$ cat src/rtl/axi2mem_tcdm_arbiter_if.sv
// Two-lane TCDM command bundle shared by the axi2mem read/write channels and the command queue.
interface axi2mem_tcdm_arbiter_if #(
   parameter int ID_WIDTH   = 6,
   parameter int ADDR_WIDTH = 32
);
   logic                       rd_pend_i;
   logic [1:0]                 rd_req_i;
   logic [1:0][ID_WIDTH-1:0]   rd_id_i;
   logic [1:0][ADDR_WIDTH-1:0] rd_add_i;
   logic [1:0][3:0]            rd_be_i;
   logic [1:0]                 rd_last_i;
   logic [1:0]                 rd_gnt_o;

   logic                       wr_pend_i;
   logic [1:0]                 wr_req_i;
   logic [1:0][ID_WIDTH-1:0]   wr_id_i;
   logic [1:0][ADDR_WIDTH-1:0] wr_add_i;
   logic [1:0][3:0]            wr_be_i;
   logic [1:0]                 wr_last_i;
   logic [1:0][31:0]           wr_wdata_i;
   logic [1:0]                 wr_gnt_o;

   logic [1:0]                 mem_req_o;
   logic                       mem_we_o;
   logic [1:0][ID_WIDTH-1:0]   mem_id_o;
   logic [1:0][ADDR_WIDTH-1:0] mem_add_o;
   logic [1:0][3:0]            mem_be_o;
   logic [1:0]                 mem_last_o;
   logic [1:0][31:0]           mem_wdata_o;
   logic [1:0]                 mem_gnt_i;

   modport slave (
      input  rd_pend_i, rd_req_i, rd_id_i, rd_add_i, rd_be_i, rd_last_i,
      output rd_gnt_o,
      input  wr_pend_i, wr_req_i, wr_id_i, wr_add_i, wr_be_i, wr_last_i, wr_wdata_i,
      output wr_gnt_o,
      output mem_req_o, mem_we_o, mem_id_o, mem_add_o, mem_be_o, mem_last_o, mem_wdata_o,
      input  mem_gnt_i
   );

   modport master (
      output rd_pend_i, rd_req_i, rd_id_i, rd_add_i, rd_be_i, rd_last_i,
      input  rd_gnt_o,
      output wr_pend_i, wr_req_i, wr_id_i, wr_add_i, wr_be_i, wr_last_i, wr_wdata_i,
      input  wr_gnt_o,
      input  mem_req_o, mem_we_o, mem_id_o, mem_add_o, mem_be_o, mem_last_o, mem_wdata_o,
      output mem_gnt_i
   );
endinterface

$ cat src/rtl/axi2mem_tcdm_arbiter.sv
// Burst-locked round-robin arbiter sharing the two-lane TCDM command port between rd and wr channels.
// Optional: AXI2MEM_ARB_FAST_SWITCH_EN hands the port straight to a waiting peer on a last beat.
module axi2mem_tcdm_arbiter #(
   parameter int ID_WIDTH   = 6,
   parameter int ADDR_WIDTH = 32,
   parameter int MAX_BEATS  = 256
) (
   input  logic                  clk_i,
   input  logic                  rst_i,
   axi2mem_tcdm_arbiter_if.slave bus,
   output logic [1:0]            owner_o,
   output logic [8:0]            beat_cnt_o,
   output logic                  err_o
);

   typedef enum logic [1:0] {
      S_IDLE   = 2'b00,
      S_RD_OWN = 2'b01,
      S_WR_OWN = 2'b10
   } state_t;

   localparam logic [9:0] LP_MAX_BEATS = 10'(MAX_BEATS);

   state_t                     r_state;
   logic                       r_last_wr;
   logic [8:0]                 r_beat_cnt;
   logic                       r_err;

   logic                       w_own_rd;
   logic                       w_own_wr;
   logic                       w_pend;
   logic [1:0]                 w_req;
   logic [1:0]                 w_last;
   logic                       w_partial;
   logic                       w_accept;
   logic                       w_done;
   logic [9:0]                 w_cnt_inc;
   logic [1:0][ID_WIDTH-1:0]   w_id;
   logic [1:0][ADDR_WIDTH-1:0] w_add;
   logic [1:0][3:0]            w_be;
   logic [1:0][31:0]           w_wdata;

   assign w_own_rd = (r_state == S_RD_OWN);
   assign w_own_wr = (r_state == S_WR_OWN);

   // Command mux: the owner's fields go through untouched, everything is zero while idle.
   always_comb begin
      w_req   = '0;
      w_last  = '0;
      w_pend  = 1'b0;
      w_id    = '0;
      w_add   = '0;
      w_be    = '0;
      w_wdata = '0;
      if (w_own_rd) begin
         w_req  = bus.rd_req_i;
         w_last = bus.rd_last_i;
         w_pend = bus.rd_pend_i;
         w_id   = bus.rd_id_i;
         w_add  = bus.rd_add_i;
         w_be   = bus.rd_be_i;
      end else if (w_own_wr) begin
         w_req   = bus.wr_req_i;
         w_last  = bus.wr_last_i;
         w_pend  = bus.wr_pend_i;
         w_id    = bus.wr_id_i;
         w_add   = bus.wr_add_i;
         w_be    = bus.wr_be_i;
         w_wdata = bus.wr_wdata_i;
      end
   end

   assign w_partial = (w_req == 2'b01) || (w_req == 2'b10);
   assign w_accept  = (w_req == 2'b11) && (bus.mem_gnt_i == 2'b11);
   assign w_done    = w_accept && (w_last == 2'b11);
   assign w_cnt_inc = {1'b0, r_beat_cnt} + 10'd1;

`ifdef AXI2MEM_ARB_FAST_SWITCH_EN
   logic w_other_pend;
   assign w_other_pend = w_own_rd ? bus.wr_pend_i : bus.rd_pend_i;
`endif

   // Grants mirror queue availability for the owner only, never the requester's own req.
   assign bus.rd_gnt_o    = w_own_rd ? bus.mem_gnt_i : 2'b00;
   assign bus.wr_gnt_o    = w_own_wr ? bus.mem_gnt_i : 2'b00;
   assign bus.mem_req_o   = w_req & bus.mem_gnt_i;
   assign bus.mem_we_o    = w_own_wr;
   assign bus.mem_id_o    = w_id;
   assign bus.mem_add_o   = w_add;
   assign bus.mem_be_o    = w_be;
   assign bus.mem_last_o  = w_last;
   assign bus.mem_wdata_o = w_wdata;

   assign owner_o    = r_state;
   assign beat_cnt_o = r_beat_cnt;
   assign err_o      = r_err;

   always_ff @(posedge clk_i) begin
      if (rst_i) begin
         r_state    <= S_IDLE;
         r_last_wr  <= 1'b1;
         r_beat_cnt <= '0;
         r_err      <= 1'b0;
      end else begin
         case (r_state)
            S_IDLE: begin
               r_beat_cnt <= '0;
               if (bus.rd_pend_i && (!bus.wr_pend_i || r_last_wr)) begin
                  r_state <= S_RD_OWN;
               end else if (bus.wr_pend_i) begin
                  r_state <= S_WR_OWN;
               end
            end
            S_RD_OWN, S_WR_OWN: begin
               if (w_partial) begin
                  r_err <= 1'b1;
               end
               if (w_accept) begin
                  if (r_beat_cnt != 9'h1FF) begin
                     r_beat_cnt <= w_cnt_inc[8:0];
                  end
                  if (!w_done && (w_cnt_inc >= LP_MAX_BEATS)) begin
                     r_err <= 1'b1;
                  end
               end
               // The finished burst's length stays visible for the idle cycle that follows.
               if (w_done) begin
                  r_last_wr <= w_own_wr;
`ifdef AXI2MEM_ARB_FAST_SWITCH_EN
                  if (w_other_pend) begin
                     r_state    <= w_own_rd ? S_WR_OWN : S_RD_OWN;
                     r_beat_cnt <= '0;
                  end else begin
                     r_state <= S_IDLE;
                  end
`else
                  r_state <= S_IDLE;
`endif
               end else if (!w_pend) begin
                  r_err     <= 1'b1;
                  r_last_wr <= w_own_wr;
                  r_state   <= S_IDLE;
               end
            end
            default: r_state <= S_IDLE;
         endcase
      end
   end

endmodule

$ cat src/flat_wrapper.sv
// flat-port wrapper written by rule: the top's interface ports become plain ports
module axi2mem_tcdm_arbiter_flat 
#(
   parameter int ID_WIDTH   = 6,
   parameter int ADDR_WIDTH = 32,
   parameter int MAX_BEATS  = 256
)
  (clk_i, rst_i, owner_o, beat_cnt_o, err_o, bus_rd_pend_i, bus_rd_req_i, bus_rd_id_i, bus_rd_add_i, bus_rd_be_i, bus_rd_last_i, bus_rd_gnt_o, bus_wr_pend_i, bus_wr_req_i, bus_wr_id_i, bus_wr_add_i, bus_wr_be_i, bus_wr_last_i, bus_wr_wdata_i, bus_wr_gnt_o, bus_mem_req_o, bus_mem_we_o, bus_mem_id_o, bus_mem_add_o, bus_mem_be_o, bus_mem_last_o, bus_mem_wdata_o, bus_mem_gnt_i);
  axi2mem_tcdm_arbiter_if #(.ID_WIDTH(ID_WIDTH), .ADDR_WIDTH(ADDR_WIDTH)) bus_i ();
  input  logic clk_i;
  input  logic rst_i;
  output logic [1:0] owner_o;
  output logic [8:0] beat_cnt_o;
  output logic err_o;
  input wire logic [$bits(bus_i.rd_pend_i)-1:0] bus_rd_pend_i;
  input wire logic [$bits(bus_i.rd_req_i)-1:0] bus_rd_req_i;
  input wire logic [$bits(bus_i.rd_id_i)-1:0] bus_rd_id_i;
  input wire logic [$bits(bus_i.rd_add_i)-1:0] bus_rd_add_i;
  input wire logic [$bits(bus_i.rd_be_i)-1:0] bus_rd_be_i;
  input wire logic [$bits(bus_i.rd_last_i)-1:0] bus_rd_last_i;
  output wire logic [$bits(bus_i.rd_gnt_o)-1:0] bus_rd_gnt_o;
  input wire logic [$bits(bus_i.wr_pend_i)-1:0] bus_wr_pend_i;
  input wire logic [$bits(bus_i.wr_req_i)-1:0] bus_wr_req_i;
  input wire logic [$bits(bus_i.wr_id_i)-1:0] bus_wr_id_i;
  input wire logic [$bits(bus_i.wr_add_i)-1:0] bus_wr_add_i;
  input wire logic [$bits(bus_i.wr_be_i)-1:0] bus_wr_be_i;
  input wire logic [$bits(bus_i.wr_last_i)-1:0] bus_wr_last_i;
  input wire logic [$bits(bus_i.wr_wdata_i)-1:0] bus_wr_wdata_i;
  output wire logic [$bits(bus_i.wr_gnt_o)-1:0] bus_wr_gnt_o;
  output wire logic [$bits(bus_i.mem_req_o)-1:0] bus_mem_req_o;
  output wire logic [$bits(bus_i.mem_we_o)-1:0] bus_mem_we_o;
  output wire logic [$bits(bus_i.mem_id_o)-1:0] bus_mem_id_o;
  output wire logic [$bits(bus_i.mem_add_o)-1:0] bus_mem_add_o;
  output wire logic [$bits(bus_i.mem_be_o)-1:0] bus_mem_be_o;
  output wire logic [$bits(bus_i.mem_last_o)-1:0] bus_mem_last_o;
  output wire logic [$bits(bus_i.mem_wdata_o)-1:0] bus_mem_wdata_o;
  input wire logic [$bits(bus_i.mem_gnt_i)-1:0] bus_mem_gnt_i;
  assign bus_i.rd_pend_i = bus_rd_pend_i;
  assign bus_i.rd_req_i = bus_rd_req_i;
  assign bus_i.rd_id_i = bus_rd_id_i;
  assign bus_i.rd_add_i = bus_rd_add_i;
  assign bus_i.rd_be_i = bus_rd_be_i;
  assign bus_i.rd_last_i = bus_rd_last_i;
  assign bus_rd_gnt_o = bus_i.rd_gnt_o;
  assign bus_i.wr_pend_i = bus_wr_pend_i;
  assign bus_i.wr_req_i = bus_wr_req_i;
  assign bus_i.wr_id_i = bus_wr_id_i;
  assign bus_i.wr_add_i = bus_wr_add_i;
  assign bus_i.wr_be_i = bus_wr_be_i;
  assign bus_i.wr_last_i = bus_wr_last_i;
  assign bus_i.wr_wdata_i = bus_wr_wdata_i;
  assign bus_wr_gnt_o = bus_i.wr_gnt_o;
  assign bus_mem_req_o = bus_i.mem_req_o;
  assign bus_mem_we_o = bus_i.mem_we_o;
  assign bus_mem_id_o = bus_i.mem_id_o;
  assign bus_mem_add_o = bus_i.mem_add_o;
  assign bus_mem_be_o = bus_i.mem_be_o;
  assign bus_mem_last_o = bus_i.mem_last_o;
  assign bus_mem_wdata_o = bus_i.mem_wdata_o;
  assign bus_i.mem_gnt_i = bus_mem_gnt_i;
  axi2mem_tcdm_arbiter #(.ID_WIDTH(ID_WIDTH), .ADDR_WIDTH(ADDR_WIDTH), .MAX_BEATS(MAX_BEATS)) u_core (.clk_i(clk_i), .rst_i(rst_i), .bus(bus_i), .owner_o(owner_o), .beat_cnt_o(beat_cnt_o), .err_o(err_o));
endmodule
$ cat config.mk
export PLATFORM = sky130hd
export DESIGN_NAME = axi2mem_tcdm_arbiter_flat
export DESIGN_NICKNAME = d
export VERILOG_FILES = /design/src/rtl/axi2mem_tcdm_arbiter_if.sv /design/src/rtl/axi2mem_tcdm_arbiter.sv /design/src/flat_wrapper.sv
export SDC_FILE = /design/constraint.sdc
export NUM_CORES = 1
export LEC_CHECK = 0
export BUFFER_PORTS_ARGS = -buffer_cell sky130_fd_sc_hd__clkbuf_2
export CORE_AREA = 2 2 162 164
export DETAILED_ROUTE_END_ITERATION = 10
export DIE_AREA = 0 0 164 166
export PLACE_DENSITY = 0.35
export SLEW_MARGIN = 10
export SYNTH_ARGS = -nofsm -noshare
export SYNTH_HDL_FRONTEND = slang
export SYNTH_SLANG_ARGS = --single-unit
$ cat constraint.sdc
create_clock -name clk_i -period 2.1 [get_ports clk_i]
set_input_delay 0.105 -clock clk_i [delete_from_list [all_inputs] [get_ports clk_i]]
set_output_delay 0.105 -clock clk_i [all_outputs]
set_load 0.005 [all_outputs]
==> out/results.ini <==
[power]
cellPowerDensity_mw_per_mm2 = 349.7
vdd_drop_max_uv = 231.6
p_total_uw = 1731
p_sw_uw = 636.7
pwr-share-seq_pct = 15.7
leakage_uw = 0.002790
clock_power_share_pct = 21.7
pwr-share-comb_pct = 62.7
p_int_uw = 1094
swShare_pct = 36.79

[final_layout]
area_delta_synth_final_pct = 125.6
final_area_mm2 = 0.004949
fillerInstances = 2947
antenna_cells = 0
nets = 949
layout-drive-gt1-share_pct = 66.33

[cts]
numCtsBuffers = 3
cts.reportedPaths.clkPinSlew_ps = 50
clock_latency_ps = 250
clockRootBuffer = clkbuf_16
cts.sinks = 13
cts_tree = done
cts_max_path_buffers = 2
cts_max_level = 1

[global_routing]
grt_usage_pct = 9.224
grt_overflow = 0
grt_pass1_vias = 3497
grt_start_max_net_pins = 88
grt_pass1_wl_mm = 19.78
grt_antenna_before_repair = 0

[worst_setup_path]
cp_max_fo = 30
arrival_ps = 1890
r2r_end = u_core.beat_cnt_o[6]
crit_required_ps = 2000
worst-setup-path-type = flip-flop to output pin
reg2reg_slack_ps = 120
r2r_start = u_core.owner_o[1]
rr_worst_depth = 9
startpoint_type = flip-flop
endpoint_kind = output pin

[place]
placed_cell_area_mm2 = 0.004761
place.gp.congestion = 0.7514
io_buffers = 414
dp_hpwl_mm = 12.49

[floorplanning]
die_y_um = 166
die-area_mm2 = 0.02722
ioPinCount = 415
start_util_pct = 8.562
rows = 59
coreArea_mm2 = 0.02562
die_w_um = 164

[sta]
rsz0062_at_grt = no
min_period_ps = 1997
final.period_utilization_pct = 95.08
relSlewSlack_pct = 58.97
fmax_mhz = 500.8
fin_skew_ps = 8.543
worstMarginPinSlew_ps = 615.5
setup_viol_count_final = 0
hold_viol_final = 0
maxSlewViolCount = 0

[drt]
first_pass_iters = 4
post_drt_wl_per_cell_um = 14.18
wl_mm = 14.61
vias = 3783
drtIter0Drc = 99
ant_nets = 0
via_per_inst = 3.673
drc = 0

[yosys]
yosys_most_used_dff = dfxtp_1
synth_cell_type_count = 39
synth_edf_count = 0
netlist_instances = 280
yosysWarnings = 0
async_flop_share_pct = 0
netlist_area_mm2 = 0.002193
synth_fp_nets = 533
syn-mean-instance-area_um2 = 7.833
ys_seq_area_share_pct = 11.87
ys_seq_elements = 13

[hold_path]
worstHoldStart = rst_i
min_path_cells = 2
min_to = u_core.beat_cnt_o[1]
hold_path_class = input port to flip-flop

[outcome]
status = finished, final reports clean

[job]
max_cap_violations = 0

-- worst max-delay path by stage --
stage / startpoint / endpoint / cells past startpoint
floorplan: u_core.owner_o[0] / u_core.beat_cnt_o[4] / 10
global placement: u_core.owner_o[1] / u_core.beat_cnt_o[4] / 9
detailed placement: u_core.owner_o[1] / u_core.beat_cnt_o[6] / 9
CTS: u_core.owner_o[1] / u_core.beat_cnt_o[4] / 9
global route: u_core.owner_o[1] / u_core.beat_cnt_o[6] / 9
finish: u_core.owner_o[1] / bus_mem_add_o[44] / 7
-- stage by stage --
step	cells	setup slack (ps)	utilization (%)	setup TNS, ps	hold slack, ps
after floorplan	280	9.715	-	0	174.1
after global placement	1022	44.97	18.59	0	402.8
after detailed placement	1022	-35.88	18.59	-58.15	409.5
after CTS	1026	8.948	18.92	0	152.4
after global routing	1030	10.95	19.32	0	173.8
final	1030	103.4	19.32	0	146.7
-- registers in the layout (all words and copies together), names as in the netlist --
name               cells
u_core.beat_cnt_o      9
u_core.r_last_wr       1
u_core.owner_o         2
u_core.err_o           1
-- cell families after synthesis --
logic type      after synthesis  share of synthesized area [%]
fa+ha+maj                     7                          3.993
flops                        13                          11.87
mux                           1                         0.4564
simple gates                103                          28.69
compound gates              115                          45.41
xor+xnor                      6                          2.396
buf+inv                      35                          7.188
-- timing repair --
action,CTS,global route
setup buffers,0,3
resized for setup,3,10
hold buffers,0,0
pin swaps,1,6
gates cloned,0,1
endpoints found under the setup margin,34,49
-- synthesized netlist by cell type, types with 2 or more instances --
cell type | count | area share (%)
nand4b_1 | 2 | 0.80
nand2_1 | 8 | 1.4
buf_2 | 15 | 3.4
a22o_1 | 88 | 35
a31oi_1 | 2 | 0.57
dfxtp_1 | 13 | 12
nand3_1 | 4 | 0.91
clkbuf_1 | 13 | 2.2
nor2_1 | 8 | 1.4
inv_1 | 6 | 1.0
o21ai_0 | 5 | 1.1
and2_1 | 70 | 20
xnor2_1 | 6 | 2.4
a2111oi_4 | 2 | 2.5
nor2_2 | 2 | 0.57
ha_1 | 7 | 4.0
and4_1 | 2 | 0.80
a21oi_1 | 6 | 1.4
-- routing by layer --
layer	routed length (um)	part of all wire (%)	track usage, %	up-vias
met5	0	0	0	-
met4	48	0.33	0.4958	0
met3	1313	9.0	1.349	7
met2	7427	51	17.48	225
met1	5820	40	11.39	1662
li1	-	-	-	1889
-- critical path: stages (launching register included) --
cell and delay [ps]:
dfxtp_4 360, inv_1 80, ha_4 190, nor2b_4 160
buf_6 240, buf_6 260, a22o_1 200, clkbuf_2 120
-- power by group through the flow --
| stage | Combinational (uW) | Sequential (uW) | Clock, uW |
|---|---|---|---|
| after global placement | 1070 | 278 | 0 |
| after global routing | 1190 | 273 | 388 |
| after CTS | 1070 | 273 | 375 |
| after floorplan | 455 | 275 | 0 |
| after detailed placement | 1060 | 278 | 0 |
| final | 1080 | 271 | 375 |
-- area by class of cell --
| class | instances | area, um^2 | share of cell area [%] |
|---|---|---|---|
| clock buffers | 3 | 75.07 | 1.517 |
| multi-input cells | 232 | 1851 | 37.40 |
| flip-flops and latches | 13 | 264.0 | 5.335 |
| repair buffers | 440 | 2312 | 46.73 |
| inverters | 6 | 22.52 | 0.4551 |
| well taps | 335 | 419.2 | 8.470 |
| clock inverters | 1 | 5.005 | 0.1011 |
-- placed cells by master (no fill, tap or decap), drive strengths merged, types with 7 or more instances in the layout --
cell / n
a22o: 88
and2: 70
buf: 25
clkbuf: 418
dfxtp: 13
ha: 7
nand2: 8
nor2: 10
No activity file was read; power rests on OpenSTA's default activity.
